<file path="src/rtl/branch_predict_unit_pkg.sv">
// Shared opcode/function-field constants and branch classes for the branch predict unit.
package branch_predict_unit_pkg;

  localparam logic [5:0] OP_SPECIAL = 6'h00;
  localparam logic [5:0] OP_BGEZ    = 6'h01;
  localparam logic [5:0] OP_J       = 6'h02;
  localparam logic [5:0] OP_JAL     = 6'h03;
  localparam logic [5:0] OP_BEQ     = 6'h04;
  localparam logic [5:0] OP_BNE     = 6'h05;
  localparam logic [5:0] OP_BLTZ    = 6'h07;

  localparam logic [5:0] FUNC_JR    = 6'h08;
  localparam logic [5:0] FUNC_JALR  = 6'h09;
  localparam logic [5:0] FUNC_TEQ   = 6'h34;

  // Only BR_COND resolves train the history table.
  typedef enum logic [1:0] {
    BR_NONE,
    BR_COND,
    BR_UNCOND
  } br_class_e;

endpackage

</file>
<file path="src/rtl/bpu_counter_table.sv">
// Array of saturating history counters: combinational read port, one write port,
// synchronous active-low reset to weakly-not-taken.
module bpu_counter_table #(
  parameter int IDX_W = 6,
  parameter int CTR_W = 2
) (
  input  logic             clk_in,
  input  logic             reset_in,
  input  logic [IDX_W-1:0] rd_idx,
  output logic [CTR_W-1:0] rd_ctr,
  input  logic             wr_en,
  input  logic [IDX_W-1:0] wr_idx,
  input  logic             wr_taken
);

  localparam int DEPTH = 1 << IDX_W;
  localparam logic [CTR_W-1:0] CTR_MAX  = '1;
  localparam logic [CTR_W-1:0] CTR_INIT = CTR_W'((1 << (CTR_W - 1)) - 1);

  logic [CTR_W-1:0] ctr [DEPTH];

  // Read sees the pre-update value when a write to the same index lands this cycle.
  assign rd_ctr = ctr[rd_idx];

  always_ff @(posedge clk_in) begin
    if (!reset_in) begin
      for (int i = 0; i < DEPTH; i++) begin
        ctr[i] <= CTR_INIT;
      end
    end else if (wr_en) begin
      if (wr_taken && (ctr[wr_idx] != CTR_MAX)) begin
        ctr[wr_idx] <= ctr[wr_idx] + CTR_W'(1);
      end else if (!wr_taken && (ctr[wr_idx] != '0)) begin
        ctr[wr_idx] <= ctr[wr_idx] - CTR_W'(1);
      end
    end
  end

endmodule

</file>
<file path="src/rtl/branch_predict_unit.sv">
// Branch predictor: bimodal counter table lookup at fetch, branch resolve/train at execute.
// Optional statistics counters are built only when BPU_STATS_EN is defined.
module branch_predict_unit #(
  parameter int DATA_W = 32,
  parameter int IDX_W  = 6,
  parameter int CTR_W  = 2
) (
  input  logic              clk_in,
  input  logic              reset_in,
  input  logic              pred_req,
  input  logic [31:0]       pred_pc,
  output logic              pred_valid,
  output logic              pred_taken,
  input  logic              res_valid,
  input  logic [31:0]       res_pc,
  input  logic [DATA_W-1:0] operand_a,
  input  logic [DATA_W-1:0] operand_b,
  input  logic [5:0]        operation_code,
  input  logic [5:0]        function_code,
  input  logic              res_pred_taken,
  input  logic              exception_flag,
  output logic              branch_decision,
  output logic              mispredict,
  output logic              res_done,
  output logic [31:0]       stat_branches,
  output logic [31:0]       stat_mispredicts
);

  import branch_predict_unit_pkg::*;

  logic [IDX_W-1:0] pred_idx;
  logic [IDX_W-1:0] res_idx;
  logic [CTR_W-1:0] rd_ctr;
  br_class_e        br_class;
  logic             taken_raw;
  logic             dec_next;
  logic             misp_next;
  logic             upd_en;
  logic             unused_bits;

  assign pred_idx    = pred_pc[IDX_W+1:2];
  assign res_idx     = res_pc[IDX_W+1:2];
  assign unused_bits = ^{pred_pc[31:IDX_W+2], pred_pc[1:0], res_pc[31:IDX_W+2], res_pc[1:0]};

  always_comb begin
    br_class  = BR_NONE;
    taken_raw = 1'b0;
    case (operation_code)
      OP_BEQ:  begin br_class = BR_COND;   taken_raw = (operand_a == operand_b); end
      OP_BNE:  begin br_class = BR_COND;   taken_raw = (operand_a != operand_b); end
      OP_BGEZ: begin br_class = BR_COND;   taken_raw = !operand_a[DATA_W-1];     end
      OP_BLTZ: begin br_class = BR_COND;   taken_raw = operand_a[DATA_W-1];      end
      OP_J,
      OP_JAL:  begin br_class = BR_UNCOND; taken_raw = 1'b1;                     end
      OP_SPECIAL: begin
        case (function_code)
          FUNC_JR,
          FUNC_JALR: begin br_class = BR_UNCOND; taken_raw = 1'b1; end
          FUNC_TEQ:  begin br_class = BR_UNCOND; taken_raw = (operand_a == operand_b); end
          default:   ;
        endcase
      end
      default: ;
    endcase
  end

  // An exception redirects unconditionally and never trains the table.
  assign dec_next  = exception_flag | taken_raw;
  assign misp_next = exception_flag | (taken_raw ^ res_pred_taken);
  assign upd_en    = res_valid & ~exception_flag & (br_class == BR_COND);

  bpu_counter_table #(
    .IDX_W (IDX_W),
    .CTR_W (CTR_W)
  ) u_table (
    .clk_in   (clk_in),
    .reset_in (reset_in),
    .rd_idx   (pred_idx),
    .rd_ctr   (rd_ctr),
    .wr_en    (upd_en),
    .wr_idx   (res_idx),
    .wr_taken (taken_raw)
  );

  always_ff @(posedge clk_in) begin
    if (!reset_in) begin
      pred_valid      <= 1'b0;
      pred_taken      <= 1'b0;
      res_done        <= 1'b0;
      branch_decision <= 1'b0;
      mispredict      <= 1'b0;
    end else begin
      pred_valid      <= pred_req;
      pred_taken      <= pred_req & rd_ctr[CTR_W-1];
      res_done        <= res_valid;
      branch_decision <= res_valid & dec_next;
      mispredict      <= res_valid & misp_next;
    end
  end

`ifdef BPU_STATS_EN
  logic [31:0] branch_cnt;
  logic [31:0] misp_cnt;

  always_ff @(posedge clk_in) begin
    if (!reset_in) begin
      branch_cnt <= '0;
      misp_cnt   <= '0;
    end else begin
      if (upd_en && (branch_cnt != 32'hFFFF_FFFF)) branch_cnt <= branch_cnt + 32'd1;
      if (mispredict && (misp_cnt != 32'hFFFF_FFFF)) misp_cnt <= misp_cnt + 32'd1;
    end
  end

  assign stat_branches    = branch_cnt;
  assign stat_mispredicts = misp_cnt;
`else
  assign stat_branches    = '0;
  assign stat_mispredicts = '0;
`endif

endmodule

</file>
<file path="config.mk">
export PLATFORM = sky130hd
export DESIGN_NAME = branch_predict_unit
export DESIGN_NICKNAME = d
export VERILOG_FILES = /design/src/rtl/branch_predict_unit_pkg.sv /design/src/rtl/bpu_counter_table.sv /design/src/rtl/branch_predict_unit.sv
export SDC_FILE = /design/constraint.sdc
export NUM_CORES = 1
export LEC_CHECK = 0
export CAP_MARGIN = 20
export CORE_UTILIZATION = 40
export CTS_BUF_LIST = sky130_fd_sc_hd__clkbuf_8
export DETAILED_ROUTE_END_ITERATION = 10
export PLACE_DENSITY = 0.7
export SYNTH_ARGS = -nofsm -noshare
export SYNTH_HDL_FRONTEND = slang
export SYNTH_SLANG_ARGS = --single-unit
</file>
<file path="constraint.sdc">
create_clock -name clk_in -period 4.46 [get_ports clk_in]
set_input_delay 0.446 -clock clk_in [delete_from_list [all_inputs] [get_ports clk_in]]
set_output_delay 0.446 -clock clk_in [all_outputs]
set_load 0.02 [all_outputs]
</file>
==> metrics.cfg, run 1 <==
[power]
powerDensity_nw_per_um2 = 298
leakage_nw = 3.21
peakVddDrop_mv = 0.195

[clock_tree]
clk_latency_ns = 0.46
cts_resized = 0
htree_levels = 4
ctsHoldBuffers = 0
cts-root-buf = clkbuf_8
path_clk_slew_ns = 0.08
clockBufferDepth = 2
postCtsSetupBuffers = 0
cts_tree = built
cts.sink_count = 133
cts_buffers = 17

[global_routing]
gr-total-overflow = 0
track_usage_pct = 23.5
use_met3_pct = 6.94
grt_max_degree = 66
busiest_layer = met2
antenna_found_initial = 0
grt_first_pass_wirelength_um = 37400
grt_pass1_vias = 6541
grtUsageMet2_pct = 38.0
gr-usage-met1_pct = 29.4

[die]
coreArea_um2 = 20300
die-height_um = 146
initial_core_util_pct = 41.0
die_w_um = 146
die-area_um2 = 21400
io_pins = 215
core.rowCount = 52

[cells_and_area]
layout-drive-gt1-share_pct = 15.6
layout_common_cells = edfxtp_1 (128), nand2_1 (115), clkdlybuf4s50_1 (94)
num-fill-cells = 1869
layout.nets = 1029
diodes = 0
final_common_cell = edfxtp_1
area_growth_syn_to_layout_pct = 18.5

[worst_setup_path]
cp-start-kind = primary input
worst-path-buf-inv = 3
critPathArrivalTime_ns = 3.82
cpPeakStageDelay_ns = 0.54
crit_family = simple AND/OR/NAND/NOR gates
crit_chain = buf_2 -> buf_4 -> mux4_2 -> mux2_2 -> nand2_1 -> and3_1 -> nand4_2 -> and3b_1 -> or2_2 -> buf_12 -> o31ai_1
crit_fanout = 36
crit_slowest_cell = buf_2
crit_type = primary input to flip-flop
required_ns = 4.57
critical_path.endpoint_type = flip-flop

[synth]
synth_top_area_share_pct = 46.2
syn_area_per_cell_um2 = 10.7
synth_edf_count = 128
yosys_register_bits = 133
synthTopCellsByArea = edfxtp_1 (46%), mux4_2 (8.4%), buf_4 (6.1%)
synth_cell_types = 58
synth_top_area_cell = edfxtp_1
synth-seq-area-share_pct = 47.4
synthFlopType = edfxtp_1
ys_warn_count = 0
netlist_instances = 781
async_reset_ff_share_pct = 0
netlist_area_um2 = 8330

[drt]
drt.antenna.violating_nets = 0
drt_iter0_drc = 1036
vias = 6764
drt_wl_total_um = 25000
dr.pass1.iters = 8
avgViaCountPerCell = 5.80
wl_per_cell_um = 21.5
drc_errors = 0

[status]
status = finished clean

[sta]
min_period_over_period_pct = 83.2
slew_headroom_pct = 46.5
finalSetupTns_ns = 0
maxSlewViolCount = 0
rsz0062_at_grt = false
setup_viol = 0
timing.hold.ws_ns = 0.303
fmax_mhz = 270
post-route-min-period_ns = 3.71
fin_worst_skew_ns = 0.0102
hold_violations = 0
worst_pin_slew_ns = 0.802

[min_path]
hold_path.class = primary input to flip-flop

[placement]
dp_hpwl_um = 17400
place_congestion = 0.902
portBuffers = 98

[job]
cap_violations = 0

## report_power, final
part           switching [mW]  leakage, nW  total (mW)  internal, mW
Sequential             0.0136         1.15        1.40          1.39
Clock                   0.533        0.180       0.987         0.454
Combinational           0.333         1.88       0.556         0.223
## path summary, 6_finish.rpt
path	startpoint	end	slack, ns	cells after the start
worst max register to register	u_table.ctr[24][0]	u_table.ctr[34][0]	1.03	9
worst min register to register	u_table.ctr[40][0]	u_table.ctr[46][0]	1.12	5
worst min-delay path	reset_in	res_done	0.30	3
worst max-delay path	res_pc[2]	u_table.ctr[34][0]	0.75	11
## tightest hold or removal path: cells and delay by family
family | cells | cell delay (ns)
and+or+nand+nor | 1 | 0.12
buffers and inverters | 2 | 0.16
## cell type report
class	instances	area (um2)	share of cell area [%]
Tap cell	270	338	3.42
Clock buffer	17	234	2.37
Multi-Input combinational cell	571	3780	38.3
Sequential cell	133	3940	40.0
Inverter	9	33.8	0.342
Clock inverter	15	145	1.47
Timing Repair Buffer	151	1400	14.1
## stage by stage
stage                     setup WS, ns  cells  instance area [um2]  power [mW]  utilization (%)
after floorplan                   1.17    844                 8560        1.80                -
after global placement           0.419   1134                 9490        1.97             46.7
after detailed placement         0.366   1134                 9490        1.98             46.7
after CTS                        0.815   1166                 9870        2.95             48.6
after global routing             0.581   1166                 9870        3.04             48.6
final                            0.750   1166                 9870        2.94             48.6
## cells in the mapped netlist, types with 2 or more instances
cell type / count
mux2_2: 2
o31ai_2: 5
nand3_1: 15
o221ai_1: 2
mux2i_1: 15
nor4_1: 9
xor2_1: 33
nand3b_1: 7
nand2b_1: 15
and3_1: 4
nor3b_1: 3
and2_1: 5
dfxtp_1: 5
a32o_1: 4
nor3_1: 47
o41ai_1: 2
buf_2: 14
nand4_1: 3
a22o_1: 6
a311oi_2: 3
buf_4: 68
a221oi_1: 4
buf_6: 7
nor2b_1: 10
a21oi_1: 8
a22oi_1: 8
mux4_2: 31
o22ai_1: 6
o31ai_1: 33
a311oi_1: 2
inv_1: 8
buf_1: 3
o21ai_0: 32
or3b_2: 5
a32oi_1: 2
nor2_1: 51
nand2_1: 115
clkbuf_1: 39
edfxtp_1: 128
o32ai_1: 4
## logic make-up (layout without fill, tap and decap cells)
group | count (synthesis) | in the layout | synth area share (%)
multiplexers | 48 | 48 | 10.5
buffers and inverters | 140 | 192 | 10.2
flip-flops | 133 | 133 | 47.4
other | 1 | 64 | 0.0450
AO/OA/AOI/OAI | 128 | 128 | 11.3
adder cells (fa/ha/maj) | 1 | 1 | 0.120
AND/OR/NAND/NOR | 296 | 296 | 16.9
XOR/XNOR | 34 | 34 | 3.58
## layer usage
| layer | share of wire, % | up-vias | wire [um] |
|---|---|---|---|
| li1 | - | 2971 | - |
| met4 | 3.4 | 0 | 848 |
| met3 | 13 | 56 | 3170 |
| met2 | 47 | 498 | 11900 |
| met5 | 0 | - | 0 |
| met1 | 36 | 3239 | 9130 |
## flip-flops by register name, indices dropped and copies added, names as in the netlist
signal	flops
u_table.ctr	128
branch_decision	1
mispredict	1
pred_taken	1
pred_valid	1
res_done	1
(Power assumes the default switching activity.)
==> inputs of run 2 (changes only) <==
Clock period 4.46 ns to 3.9 ns, I/O delays scaled along.
==> run 2 against run 1 <==
- cell count increased by 1.2%
- utilization increased by 0.78 points
- non-clock buffer count grew 17
- setup slack worse by 0.27 ns
- via count shrank 0.68%
- sequential power increased by 14%
- largest power group unchanged
- highest routed layer unchanged
- sequential share of layout area shrank 0.63 points
- clock power is 22% higher
==> metrics.cfg, run 2 (synthesis results as in run 1) <==
[clock_tree]
cts_tree = built  ; unchanged
clk_latency_ns = 0.46  ; about the same
cts_resized = 0  ; unchanged
clockBufferDepth = 2  ; unchanged
postCtsSetupBuffers = 0  ; unchanged
cts_buffers = 17  ; unchanged
ctsHoldBuffers = 0  ; unchanged
path_clk_slew_ns = 0.07  ; was 0.08 ns
cts-root-buf = clkbuf_8  ; unchanged
htree_levels = 4  ; unchanged
cts.sink_count = 133  ; unchanged

[cells_and_area]
registers.top_by_ff_count = u_table.ctr  ; unchanged
diodes = 0  ; unchanged
final_cell_area_um2 = 10000  ; was 9870 um2
layout.nets = 1046  ; was 1029
final_common_cell = edfxtp_1  ; unchanged
final_core_util_pct = 49.4  ; was 48.6%
largest_reg_flops = 128  ; unchanged
layout-drive-gt1-share_pct = 16.7  ; was 15.6%
layout_common_cells = edfxtp_1 (128), nand2_1 (115), clkdlybuf4s50_1 (94)  ; unchanged
area_growth_syn_to_layout_pct = 20.4  ; was 18.5%

[die]
die-area_um2 = 21400  ; unchanged
core.rowCount = 52  ; unchanged
io_pins = 215  ; unchanged
initial_core_util_pct = 41.0  ; unchanged
coreArea_um2 = 20300  ; unchanged
die_w_um = 146  ; unchanged
die-height_um = 146  ; unchanged

[drt]
vias = 6718  ; was 6764
dr.pass1.iters = 6  ; was 8
drc_errors = 0  ; unchanged
drt_wl_total_um = 24700  ; was 25000 um
wl_per_cell_um = 20.9  ; was 21.5 um
drt_iter0_drc = 853  ; was 1036
drt.antenna.violating_nets = 0  ; unchanged
avgViaCountPerCell = 5.69  ; was 5.80

[global_routing]
busiest_layer = met2  ; unchanged
gr-usage-met1_pct = 28.6  ; was 29.4%
grtUsageMet2_pct = 38.5  ; was 38.0%
antenna_found_initial = 0  ; unchanged
gr-total-overflow = 0  ; unchanged
use_met3_pct = 6.91  ; was 6.94%
grt_max_degree = 66  ; unchanged
grt_first_pass_wirelength_um = 37100  ; was 37400 um
track_usage_pct = 23.4  ; was 23.5%
grt_pass1_vias = 6516  ; was 6541

[placement]
place_congestion = 0.932  ; was 0.902
dp_hpwl_um = 17600  ; was 17400 um
portBuffers = 98  ; unchanged
preCtsSetupSlack_ns = 0.0780  ; was 0.366 ns
placed_cell_area_um2 = 9630  ; was 9490 um2

[sta]
hold_violations = 0  ; unchanged
slew_headroom_pct = 49.0  ; was 46.5%
maxSlewViolCount = 0  ; unchanged
setup_viol = 0  ; unchanged
fin_ws_ns = 0.481  ; was 0.750 ns
fmax_mhz = 293
rsz0062_at_grt = false  ; unchanged
post-route-min-period_ns = 3.42
fin_worst_skew_ns = 0.0113  ; was 0.0102 ns
worst_pin_slew_ns = 0.764  ; was 0.802 ns
finalSetupTns_ns = 0  ; unchanged
min_period_over_period_pct = 87.7

[power]
p_sw_mw = 0.921  ; was 0.880 mW
powerDensity_nw_per_um2 = 344  ; was 298 nW/um2
p_clk_share_pct = 34.8  ; was 33.5%
p_seq_share_pct = 46.4  ; was 47.6%
peakVddDrop_mv = 0.212  ; was 0.195 mV
p_total_mw = 3.45  ; was 2.94 mW
internal_power_mw = 2.53  ; was 2.06 mW
combPwrFrac_pct = 18.8  ; was 18.9%
p_sw_share_pct = 26.7  ; was 29.9%
leakage_nw = 3.31  ; was 3.21 nW

[status]
status = finished clean  ; unchanged

[worst_setup_path]
required_ns = 4.01  ; was 4.57 ns
crit_family = simple AND/OR/NAND/NOR gates  ; unchanged
cp-start-kind = flip-flop  ; was primary input
cpPeakStageDelay_ns = 0.52  ; was 0.54 ns
crit_slowest_cell = mux4_2  ; was buf_2
crit_fanout = 25  ; was 36
worst-path-buf-inv = 1  ; was 3
critical_path.endpoint_type = flip-flop  ; unchanged
crit_chain = mux4_2 -> and3_1 -> a311oi_1 -> nand4_1 -> and4bb_2 -> and3b_1 -> or2_2 -> buf_12 -> o31ai_1  ; was buf_2 -> buf_4 -> mux4_2 -> mux2_2 -> nand2_1 -> and3_1 -> nand4_2 -> and3b_1 -> or2_2 -> buf_12 -> o31ai_1
crit_type = flip-flop to flip-flop  ; was primary input to flip-flop
critPathArrivalTime_ns = 3.53  ; was 3.82 ns

[min_path]
hold_path.class = primary input to flip-flop  ; unchanged

[job]
cap_violations = 0  ; unchanged

run 2: cell count changes in the layout (fill, tap and decap cells not counted), sizes merged:
cell      change
buf          +17
bufinv        +3
clkinv        +4
clkinvlp      -3
inv           -7
run 2: final cells by class:
class	count	area [um2]
fill	1853	10300
sequential	133	3940
multi-input combinational	571	3780
timing repair buffer	168	1540
tap	270	338
clock buffer	17	234
clock inverter	12	163
inverter	9	33.8
run 2: worst reg2reg max path: cells and delay by family (launching register included):
family	cells	cell delay (ns)
mux	1	0.52
simple gates	5	1.31
compound gates	2	0.66
flops	1	0.41
buf+inv	1	0.18
run 2: metrics by stage:
| step | instances | hold slack [ns] |
|---|---|---|
| after detailed placement | 1151 | 0.699 |
| after global placement | 1151 | 0.699 |
| final | 1180 | 0.236 |
| after floorplan | 844 | 0.511 |
| after CTS | 1180 | 0.219 |
| after global routing | 1180 | 0.242 |
run 2: worst paths after layout:
check	depth (start not counted)	startpoint	end	slack (ns)
hold reg to reg	5	u_table.ctr[43][0]	u_table.ctr[47][0]	1.10
setup / recovery	9	u_table.ctr[13][1]	u_table.ctr[38][1]	0.48
setup reg to reg	9	u_table.ctr[13][1]	u_table.ctr[38][1]	0.48
hold / removal	3	reset_in	res_done	0.24
run 2: layer usage:
metal	share of wire, %	wire length (um)	up-vias
met4	3.3	807	0
met2	48	11800	432
met1	38	9350	3231
met3	11	2710	61
li1	-	-	2994
met5	0	0	-
run 2: power groups by stage:
stage,Clock (mW),Combinational (mW),Sequential [mW]
after detailed placement,0,0.642,1.63
after floorplan,0,0.434,1.63
final,1.20,0.650,1.60
after global routing,1.26,0.689,1.61
after global placement,0,0.636,1.63
after CTS,1.20,0.644,1.60
==> inputs of run 3 (changes only) <==
Settings changed: CORE_MARGIN set to 2.
==> run 3 against run 2 <==
- setup slack got worse by 0.065 ns
- maximum frequency fell by 1.9%
- cell area fell by 0.31%
- non-clock buffer count fell by 9
- cell count fell by 0.51%
- wire length rose by 1.4%
- register-to-register slack improved by 0.06 ns
- power rose by 2.7%
- flip-flop and latch count did not move
- clock power rose by 9%
- via count rose by 0.60%
- critical path type is now primary input to flip-flop
- largest cell class unchanged
==> metrics.cfg, run 3 (synthesis results as in run 1) <==
[worst_setup_path]
crit_fanout = 64  ; was 25
critical_path.endpoint_type = flip-flop  ; unchanged
crit_type = primary input to flip-flop  ; was flip-flop to flip-flop
cp-start-kind = primary input  ; was flip-flop
critPathArrivalTime_ns = 3.59  ; was 3.53 ns
required_ns = 4.01  ; about the same

[power]
peakVddDrop_mv = 0.247  ; was 0.212 mV
leakage_nw = 3.27  ; was 3.31 nW
p_total_mw = 3.55  ; was 3.45 mW
powerDensity_nw_per_um2 = 355  ; was 344 nW/um2

[die]
initial_core_util_pct = 41.0  ; unchanged
die-height_um = 148  ; was 146 um
core.rowCount = 52  ; unchanged
die-area_um2 = 22000  ; was 21400 um2
coreArea_um2 = 20300  ; unchanged
die_w_um = 148  ; was 146 um
io_pins = 215  ; unchanged

[clock_tree]
cts.sink_count = 133  ; unchanged
clockBufferDepth = 2  ; unchanged
cts_tree = built  ; unchanged
path_clk_slew_ns = 0.08  ; was 0.07 ns
cts_buffers = 17  ; unchanged
clk_latency_ns = 0.46  ; about the same
cts-root-buf = clkbuf_8  ; unchanged
cts_resized = 0  ; unchanged
htree_levels = 4  ; unchanged
ctsHoldBuffers = 0  ; unchanged
postCtsSetupBuffers = 0  ; unchanged

[cells_and_area]
registers.top_by_ff_count = u_table.ctr  ; unchanged
area_growth_syn_to_layout_pct = 20.0  ; was 20.4%
largest_reg_flops = 128  ; unchanged
final_common_cell = edfxtp_1  ; unchanged
final_core_util_pct = 49.2  ; was 49.4%
layout-drive-gt1-share_pct = 16.2  ; was 16.7%
num-fill-cells = 1846  ; was 1853
layout_common_cells = edfxtp_1 (128), nand2_1 (115), clkdlybuf4s50_1 (94)  ; unchanged
diodes = 0  ; unchanged
layout.nets = 1037  ; was 1046
final_cell_area_um2 = 9990  ; was 10000 um2

[sta]
maxSlewViolCount = 0  ; unchanged
rsz0062_at_grt = false  ; unchanged
finalSetupTns_ns = 0  ; unchanged
post-route-min-period_ns = 3.48  ; was 3.42 ns
setup_viol = 0  ; unchanged
fin_worst_skew_ns = 0.0145  ; was 0.0113 ns
fmax_mhz = 287  ; was 293 MHz
slew_headroom_pct = 48.4  ; was 49.0%
fin_ws_ns = 0.416  ; was 0.481 ns
worst_pin_slew_ns = 0.774  ; was 0.764 ns
hold_violations = 0  ; unchanged
min_period_over_period_pct = 89.3  ; was 87.7%

[drt]
drc_errors = 0  ; unchanged
dr.pass1.iters = 5  ; was 6
vias = 6758  ; was 6718
drt_wl_total_um = 25000  ; was 24700 um
wl_per_cell_um = 21.3  ; was 20.9 um
drt.antenna.violating_nets = 0  ; unchanged
drt_iter0_drc = 674  ; was 853
avgViaCountPerCell = 5.76  ; was 5.69

[placement]
place_congestion = 0.882  ; was 0.932
preCtsSetupSlack_ns = 0.0354  ; was 0.0780 ns
portBuffers = 98  ; unchanged
placed_cell_area_um2 = 9550  ; was 9630 um2
dp_hpwl_um = 17600  ; about the same

[global_routing]
gr-total-overflow = 0  ; unchanged
grt_first_pass_wirelength_um = 37100  ; about the same
grt_pass1_vias = 6545  ; was 6516
antenna_found_initial = 0  ; unchanged
track_usage_pct = 22.7  ; was 23.4%
grt_max_degree = 66  ; unchanged

[min_path]
hold_path.class = primary input to flip-flop  ; unchanged

[job]
cap_violations = 0  ; unchanged

[status]
status = finished clean  ; unchanged

==> run 3: metrics by stage <==
step / hold slack [ns] / cells
floorplan: 0.511 / 844
global placement: 0.685 / 1142
detailed placement: 0.682 / 1142
CTS: 0.199 / 1174
global route: 0.228 / 1174
finish: 0.208 / 1174
==> run 3: worst paths after layout <==
check / slack [ns] / cells past startpoint / endpoint / from
hold reg to reg: 1.12 / 5 / u_table.ctr[46][0] / u_table.ctr[40][0]
setup reg to reg: 0.54 / 9 / u_table.ctr[37][0] / u_table.ctr[12][1]
setup / recovery: 0.42 / 11 / u_table.ctr[37][0] / res_pc[5]
hold / removal: 0.21 / 3 / res_done / reset_in
==> run 3: cell type report <==
| cell class | count | area (um2) | share of cell area [%] |
|---|---|---|---|
| clock inverter | 15 | 211 | 2.12 |
| tap | 270 | 338 | 3.38 |
| timing repair buffer | 159 | 1460 | 14.6 |
| multi-input combinational | 571 | 3780 | 37.8 |
| sequential | 133 | 3940 | 39.5 |
| clock buffer | 17 | 234 | 2.34 |
| inverter | 9 | 33.8 | 0.338 |
==> run 3: per-layer routing <==
layer  vias to the layer above  track usage (%)  wire [um]
met3                        52             6.63       3060
met2                       454             38.1      12000
met4                         0             8.43        716
met5                         -                0          0
met1                      3266             27.8       9230
li1                       2986                -          -
==> run 3: critical path, cell delays in order <==
cell             delay (ns)
clkdlybuf4s50_1        0.63
nor2b_1                0.24
nor2b_1                0.38
a21boi_0               0.49
a311oi_2               0.13
nand4_2                0.14
buf_4                  0.15
nor3b_1                0.04
or2_2                  0.32
buf_12                 0.22
o31ai_1                0.43
==> run 3: report_power, final <==
group | internal, mW | leakage [nW] | switching [mW]
clock | 0.752 | 0.214 | 0.558
combinational | 0.255 | 1.91 | 0.379
sequential | 1.59 | 1.15 | 0.0172
total | 2.59 | 3.27 | 0.954
